## config.mk

```make
export PLATFORM = sky130hd
export DESIGN_NAME = fifo_param_sync_flat
export DESIGN_NICKNAME = d
export VERILOG_FILES = /design/src/rtl/fifo_param_sync_if.sv /design/src/rtl/fifo_param_sync.sv /design/src/flat_wrapper.sv
export SDC_FILE = /design/constraint.sdc
export NUM_CORES = 1
export LEC_CHECK = 0
export ABC_AREA = 1
export ABC_CLOCK_PERIOD_IN_PS = 2850
export BUFFER_PORTS_ARGS = -buffer_cell sky130_fd_sc_hd__buf_2
export CAP_MARGIN = 20
export CORE_MARGIN = 2
export CORE_UTILIZATION = 30
export DETAILED_ROUTE_END_ITERATION = 8
export SLEW_MARGIN = 0
export SYNTH_ARGS = -nofsm -noshare
export SYNTH_HDL_FRONTEND = slang
export SYNTH_SLANG_ARGS = --single-unit
```

## constraint.sdc

```tcl
create_clock -name clk -period 2.85 [get_ports clk]
set_clock_uncertainty 0.15 [all_clocks]
set_input_delay 0.285 -clock clk [delete_from_list [all_inputs] [get_ports clk]]
set_output_delay 0.285 -clock clk [all_outputs]
set_load 0.05 [all_outputs]
```

## src/rtl/fifo_param_sync_if.sv

```systemverilog
// Producer/consumer bundle for fifo_param_sync: write/read requests, data, handshake
// pulses, status flags and occupancy count.
interface fifo_param_sync_if #(
    parameter int unsigned FIFO_WIDTH = 16,
    parameter int unsigned FIFO_DEPTH = 8
);
    localparam int unsigned CntW = $clog2(FIFO_DEPTH + 1);

    logic [FIFO_WIDTH-1:0] data_in;
    logic                  wr_en;
    logic                  rd_en;
    logic [FIFO_WIDTH-1:0] data_out;
    logic                  wr_ack;
    logic                  overflow;
    logic                  underflow;
    logic                  empty;
    logic                  almostempty;
    logic                  half_full;
    logic                  almostfull;
    logic                  full;
    logic [CntW-1:0]       count;

    // Environment side: drives requests, observes everything else.
    modport master (
        output data_in, wr_en, rd_en,
        input  data_out, wr_ack, overflow, underflow,
        input  empty, almostempty, half_full, almostfull, full, count
    );

    // FIFO side.
    modport slave (
        input  data_in, wr_en, rd_en,
        output data_out, wr_ack, overflow, underflow,
        output empty, almostempty, half_full, almostfull, full, count
    );
endinterface

```

## src/rtl/fifo_param_sync.sv

```systemverilog
// Parametrised single-clock FIFO with programmable almost-full/almost-empty thresholds,
// occupancy count and an optional first-word-fall-through read mode.
module fifo_param_sync #(
    parameter int unsigned FIFO_WIDTH = 16,
    parameter int unsigned FIFO_DEPTH = 8,
    parameter int unsigned AF_TH      = FIFO_DEPTH - 1,
    parameter int unsigned AE_TH      = 1,
    parameter int unsigned FWFT       = 0
) (
    input logic              clk,
    input logic              rst_n,
    fifo_param_sync_if.slave bus
);
    localparam int unsigned PtrW = $clog2(FIFO_DEPTH);
    localparam int unsigned CntW = $clog2(FIFO_DEPTH + 1);

    localparam logic [PtrW-1:0] PtrLast = PtrW'(FIFO_DEPTH - 1);
    localparam logic [PtrW-1:0] PtrOne  = PtrW'(1);
    localparam logic [CntW-1:0] CntOne  = CntW'(1);
    localparam logic [CntW-1:0] CntFull = CntW'(FIFO_DEPTH);
    localparam logic [CntW-1:0] CntHalf = CntW'(FIFO_DEPTH / 2);
    localparam logic [CntW-1:0] CntAf   = CntW'(AF_TH);
    localparam logic [CntW-1:0] CntAe   = CntW'(AE_TH);

    // Reject illegal configurations at elaboration.
    if (FIFO_WIDTH < 1) begin : gen_err_width
        $error("fifo_param_sync: FIFO_WIDTH must be >= 1");
    end
    if (FIFO_DEPTH < 4) begin : gen_err_depth
        $error("fifo_param_sync: FIFO_DEPTH must be >= 4");
    end
    if (AF_TH <= 1 || AF_TH >= FIFO_DEPTH) begin : gen_err_af
        $error("fifo_param_sync: AF_TH must satisfy 1 < AF_TH < FIFO_DEPTH");
    end
    if (AE_TH < 1 || AE_TH >= AF_TH) begin : gen_err_ae
        $error("fifo_param_sync: AE_TH must satisfy 1 <= AE_TH < AF_TH");
    end
    if (FWFT > 1) begin : gen_err_fwft
        $error("fifo_param_sync: FWFT must be 0 or 1");
    end

    logic [FIFO_WIDTH-1:0] mem_q [FIFO_DEPTH];
    logic [PtrW-1:0]       wr_ptr_q, wr_ptr_d;
    logic [PtrW-1:0]       rd_ptr_q, rd_ptr_d;
    logic [CntW-1:0]       count_q, count_d;
    logic                  wr_ack_q, wr_ack_d;
    logic                  overflow_q, overflow_d;
    logic                  underflow_q, underflow_d;

    logic empty, full, wr_acc, rd_acc;

    assign empty  = (count_q == '0);
    assign full   = (count_q == CntFull);
    // A same-cycle read never frees room for a write to a full FIFO.
    assign wr_acc = bus.wr_en && !full;
    assign rd_acc = bus.rd_en && !empty;

    // Pointer, occupancy and handshake-pulse next state.
    always_comb begin
        wr_ptr_d    = wr_ptr_q;
        rd_ptr_d    = rd_ptr_q;
        count_d     = count_q;
        wr_ack_d    = wr_acc;
        overflow_d  = bus.wr_en && full;
        underflow_d = bus.rd_en && empty;
        // Explicit wrap so non-power-of-two depths work.
        if (wr_acc) begin
            wr_ptr_d = (wr_ptr_q == PtrLast) ? '0 : wr_ptr_q + PtrOne;
        end
        if (rd_acc) begin
            rd_ptr_d = (rd_ptr_q == PtrLast) ? '0 : rd_ptr_q + PtrOne;
        end
        case ({wr_acc, rd_acc})
            2'b10:   count_d = count_q + CntOne;
            2'b01:   count_d = count_q - CntOne;
            default: count_d = count_q;
        endcase
    end

    // Control state register; reset clears it without waiting for a clock.
    always_ff @(posedge clk or negedge rst_n) begin
        if (!rst_n) begin
            wr_ptr_q    <= '0;
            rd_ptr_q    <= '0;
            count_q     <= '0;
            wr_ack_q    <= 1'b0;
            overflow_q  <= 1'b0;
            underflow_q <= 1'b0;
        end else begin
            wr_ptr_q    <= wr_ptr_d;
            rd_ptr_q    <= rd_ptr_d;
            count_q     <= count_d;
            wr_ack_q    <= wr_ack_d;
            overflow_q  <= overflow_d;
            underflow_q <= underflow_d;
        end
    end

    // Storage array; deliberately not reset.
    always_ff @(posedge clk) begin
        if (wr_acc) begin
            mem_q[wr_ptr_q] <= bus.data_in;
        end
    end

    if (FWFT == 0) begin : gen_reg_read
        logic [FIFO_WIDTH-1:0] data_q, data_d;

        // Output register loads the head word only on an accepted read.
        always_comb begin
            data_d = data_q;
            if (rd_acc) begin
                data_d = mem_q[rd_ptr_q];
            end
        end

        // Registered read data, cleared by reset.
        always_ff @(posedge clk or negedge rst_n) begin
            if (!rst_n) begin
                data_q <= '0;
            end else begin
                data_q <= data_d;
            end
        end

        assign bus.data_out = data_q;
    end else begin : gen_fwft
        // Head word shown directly; zero while empty so reset forces 0 too.
        assign bus.data_out = empty ? '0 : mem_q[rd_ptr_q];
    end

    assign bus.wr_ack      = wr_ack_q;
    assign bus.overflow    = overflow_q;
    assign bus.underflow   = underflow_q;
    assign bus.count       = count_q;
    assign bus.empty       = empty;
    assign bus.full        = full;
    assign bus.half_full   = (count_q >= CntHalf);
    assign bus.almostfull  = (count_q >= CntAf) && !full;
    assign bus.almostempty = (count_q <= CntAe) && !empty;
endmodule

```

## src/flat_wrapper.sv

```systemverilog
// flat-port wrapper written by rule: the top's interface ports become plain ports
module fifo_param_sync_flat 
#(
    parameter int unsigned FIFO_WIDTH = 16,
    parameter int unsigned FIFO_DEPTH = 8,
    parameter int unsigned AF_TH      = FIFO_DEPTH - 1,
    parameter int unsigned AE_TH      = 1,
    parameter int unsigned FWFT       = 0
)
  (clk, rst_n, bus_data_in, bus_wr_en, bus_rd_en, bus_data_out, bus_wr_ack, bus_overflow, bus_underflow, bus_empty, bus_almostempty, bus_half_full, bus_almostfull, bus_full, bus_count);
  fifo_param_sync_if #(.FIFO_WIDTH(FIFO_WIDTH), .FIFO_DEPTH(FIFO_DEPTH)) bus_i ();
  input logic clk;
  input logic rst_n;
  input wire logic [$bits(bus_i.data_in)-1:0] bus_data_in;
  input wire logic [$bits(bus_i.wr_en)-1:0] bus_wr_en;
  input wire logic [$bits(bus_i.rd_en)-1:0] bus_rd_en;
  output wire logic [$bits(bus_i.data_out)-1:0] bus_data_out;
  output wire logic [$bits(bus_i.wr_ack)-1:0] bus_wr_ack;
  output wire logic [$bits(bus_i.overflow)-1:0] bus_overflow;
  output wire logic [$bits(bus_i.underflow)-1:0] bus_underflow;
  output wire logic [$bits(bus_i.empty)-1:0] bus_empty;
  output wire logic [$bits(bus_i.almostempty)-1:0] bus_almostempty;
  output wire logic [$bits(bus_i.half_full)-1:0] bus_half_full;
  output wire logic [$bits(bus_i.almostfull)-1:0] bus_almostfull;
  output wire logic [$bits(bus_i.full)-1:0] bus_full;
  output wire logic [$bits(bus_i.count)-1:0] bus_count;
  assign bus_i.data_in = bus_data_in;
  assign bus_i.wr_en = bus_wr_en;
  assign bus_i.rd_en = bus_rd_en;
  assign bus_data_out = bus_i.data_out;
  assign bus_wr_ack = bus_i.wr_ack;
  assign bus_overflow = bus_i.overflow;
  assign bus_underflow = bus_i.underflow;
  assign bus_empty = bus_i.empty;
  assign bus_almostempty = bus_i.almostempty;
  assign bus_half_full = bus_i.half_full;
  assign bus_almostfull = bus_i.almostfull;
  assign bus_full = bus_i.full;
  assign bus_count = bus_i.count;
  fifo_param_sync #(.FIFO_WIDTH(FIFO_WIDTH), .FIFO_DEPTH(FIFO_DEPTH), .AF_TH(AF_TH), .AE_TH(AE_TH), .FWFT(FWFT)) u_core (.clk(clk), .rst_n(rst_n), .bus(bus_i));
endmodule
```

==> results.tsv <==
metric	value	unit
status	complete, no violations	
number of I/O port buffers	47	
WL per Instance	14.4	um
total iterations of the first detailed-routing run	7	
All-Layer GR Usage	13.1	%
slowest stage delay, CP	0.46	ns
critical path's top delay family	simple AND/OR/NAND/NOR gates	
drt via density	4.42	
post-DP HPWL	8620	um
ANT cells	0	
Final min period	2.40	ns
TritonCTS Buffers	17	
crit path DAT	2.39	ns
die area	23600	um^2
CP endpoint kind	flip-flop	
Slew @ Worst Pin	0.841	ns
Worst Setup SP	u_core.bus.count[0]	
period utilisation layout	84.1	%
r2r setup slk	0.45	ns
worst skew pair latency	0.43	ns
Die Wd	154	um
die height	154	um
Boundary Pins	48	
CORE AREA	21900	um^2
critical setup path kind	flip-flop to flip-flop	
Hold Crit Class	primary input to flip-flop	
first-pass GRT wire length	23800	um
slowest cell on the critical path	dfrtp_1	
top cells by area, synth	edfxtp_1 57%, nand2_1 12%, dfrtp_1 11%	
CP Cell Sequence	inv_1 > ha_1 > nand3_2 > nand2_1 > inv_1 > nand2_1 > nor2_2 > buf_12	
Final ANT Viol Nets	0	
post-synthesis cell area	6720	um^2
post-synthesis cell count	648	
area grow syn2layout	20.9	%
Yosys Warn Count	0	
Final #Nets	748	
WP data required	2.84	ns
Final Hold Vio Count	0	
area leader, netlist	edfxtp_1	
RD Place Congestion	0.771	
crit-path max FO	11	
fin. max-slew vios	0	
layout cells sized above 1	15.1	%
Post-Syn Area per Cell	10.4	um^2
CTS max path bufs	2	
CP Buf/Inv Count	3	
Starting Density	30.7	%
final hold slack	0.00681	ns
root buffer cell	clkbuf_16	
Final setup viols	0	
CP startpoint kind	flip-flop	
Initial DRC Count	317	
relative slew slack	43.9	%
Post-Route WL	14500	um
flops & latches, synth	157	
GRT overflow	0	
PD cells	1060	nW/um^2
largest net degree at the start of global routing	66	
max_cap viols	0	
vias in the first global route	4408	
Worst VDD drop	0.000400	V
CTS Sinks	157	
min-delay src	bus_data_in[0]	
Mapped Nets	676	
# DRC	0	
sequential-to-total area share from yosys stat	68.0	%
RSZ-0062 raised after global routing	false	
number of H-tree levels	4	
# rows	54	
leak pwr	0.00363	uW
CTS tree	built	
worst r2r src	u_core.bus.count[0]	
via count of the routed design	4479	
clock slew at reported path FFs	0.07	ns
initial antenna violation count	0	
fmax	0.417	GHz
Post-Route Setup TNS	0	ns
post-synth top area share	57.2	%
synth unique cells	25	
[cell families after synthesis]
logic type	after synthesis	synth area share (%)
buffers and inverters	144	8.65
adders and majority gates	8	1.49
AOI/OAI and AO/OA	12	0.950
and+or+nand+nor	324	20.5
DFF	157	68.0
xor gates and xnor gates	3	0.391
[flip-flops by register name, indices dropped and copies added (netlist names)]
name and cells:
u_core.mem_q 128, u_core.bus.data_out 16, u_core.bus.count 4, u_core.rd_ptr_q 3
u_core.wr_ptr_q 3, u_core.bus.overflow 1, u_core.bus.underflow 1, u_core.bus.wr_ack 1
[cells in the mapped netlist, drive strengths merged]
cell type  instances
a21oi              1
buf               21
clkbuf             6
clkinv             1
dfrtp             29
edfxtp           128
ha                 8
inv              116
nand2            208
nand3            100
nand4              1
nor2              13
nor3               1
o21a               1
o21ai              9
o22ai              1
or2                1
xnor2              2
xor2               1
[repair_timing]
action,4_1_cts,5_1_grt
setup buffers,0,0
hold buffers,16,0
gates resized for setup,0,0
endpoints found under the hold margin,128,0
[cell usage in the layout (no fill, tap or decap), types with 2 or more instances in the layout]
cell type      Yosys  routed
buf_2             17      47
nor2_2             0       7
bufinv_16          0       2
inv_8              0       3
inv_6              0       6
nand2_1          207     207
inv_1            113     112
dfrtp_1           29      28
dlygate4sd3_1      0      16
ha_1               8       8
clkbuf_16          0      17
nand3_1           99      99
xnor2_1            2       2
edfxtp_1         128     128
nor2_1            11       4
o21ai_0            9       9
buf_4              3      14
buf_12             0       3
inv_2              3       4
clkinv_1           1       2
nor2_4             2       2
[worst paths after layout]
kind	end	depth (start not counted)
setup / recovery	u_core.mem_q[5][3]	8
hold / removal	u_core.mem_q[7][0]	1
setup reg to reg	u_core.mem_q[5][3]	8
hold reg to reg	u_core.bus.data_out[0]	2
max in group asynchronous	u_core.rd_ptr_q[0]	2
min in group asynchronous	u_core.bus.data_out[4]	2
[metal layers]
metal  vias to the layer above  wire length, um  track usage [%]
li1                       2218                -                -
met1                      2125             7010             18.1
met2                       115             6500             20.5
met3                        21              801             2.87
met4                         0              235             4.50
met5                         -                0                0
[final cells by class]
type / instances / area (um^2)
Inverter: 117 / 439
Clock buffer: 18 / 439
Sequential cell: 157 / 4570
Fill cell: 2160 / 13800
Tap cell: 280 / 350
Timing Repair Buffer: 80 / 561
Clock inverter: 14 / 175
Multi-Input combinational cell: 347 / 1580
[where the power goes]
part	leakage, uW	switching, uW	internal, uW
logic	0.00181	2260	850
clock network	0.000303	991	1350
registers	0.00151	180	2950
total	0.00363	3430	5150
[through the flow]
stage	area, um^2	utilization (%)	setup WS [ns]	power (uW)	instances
2_1_floorplan	6720	-	0.123	5420	648
3_3_place_gp	7340	33.5	0.577	6270	965
3_5_place_dp	7340	33.5	0.484	6310	965
4_1_cts	8120	37.1	0.459	8690	1013
5_1_grt	8120	37.1	0.264	9130	1013
6_report	8120	37.1	0.452	8580	1013
No activity file was read; power rests on OpenSTA's default activity.
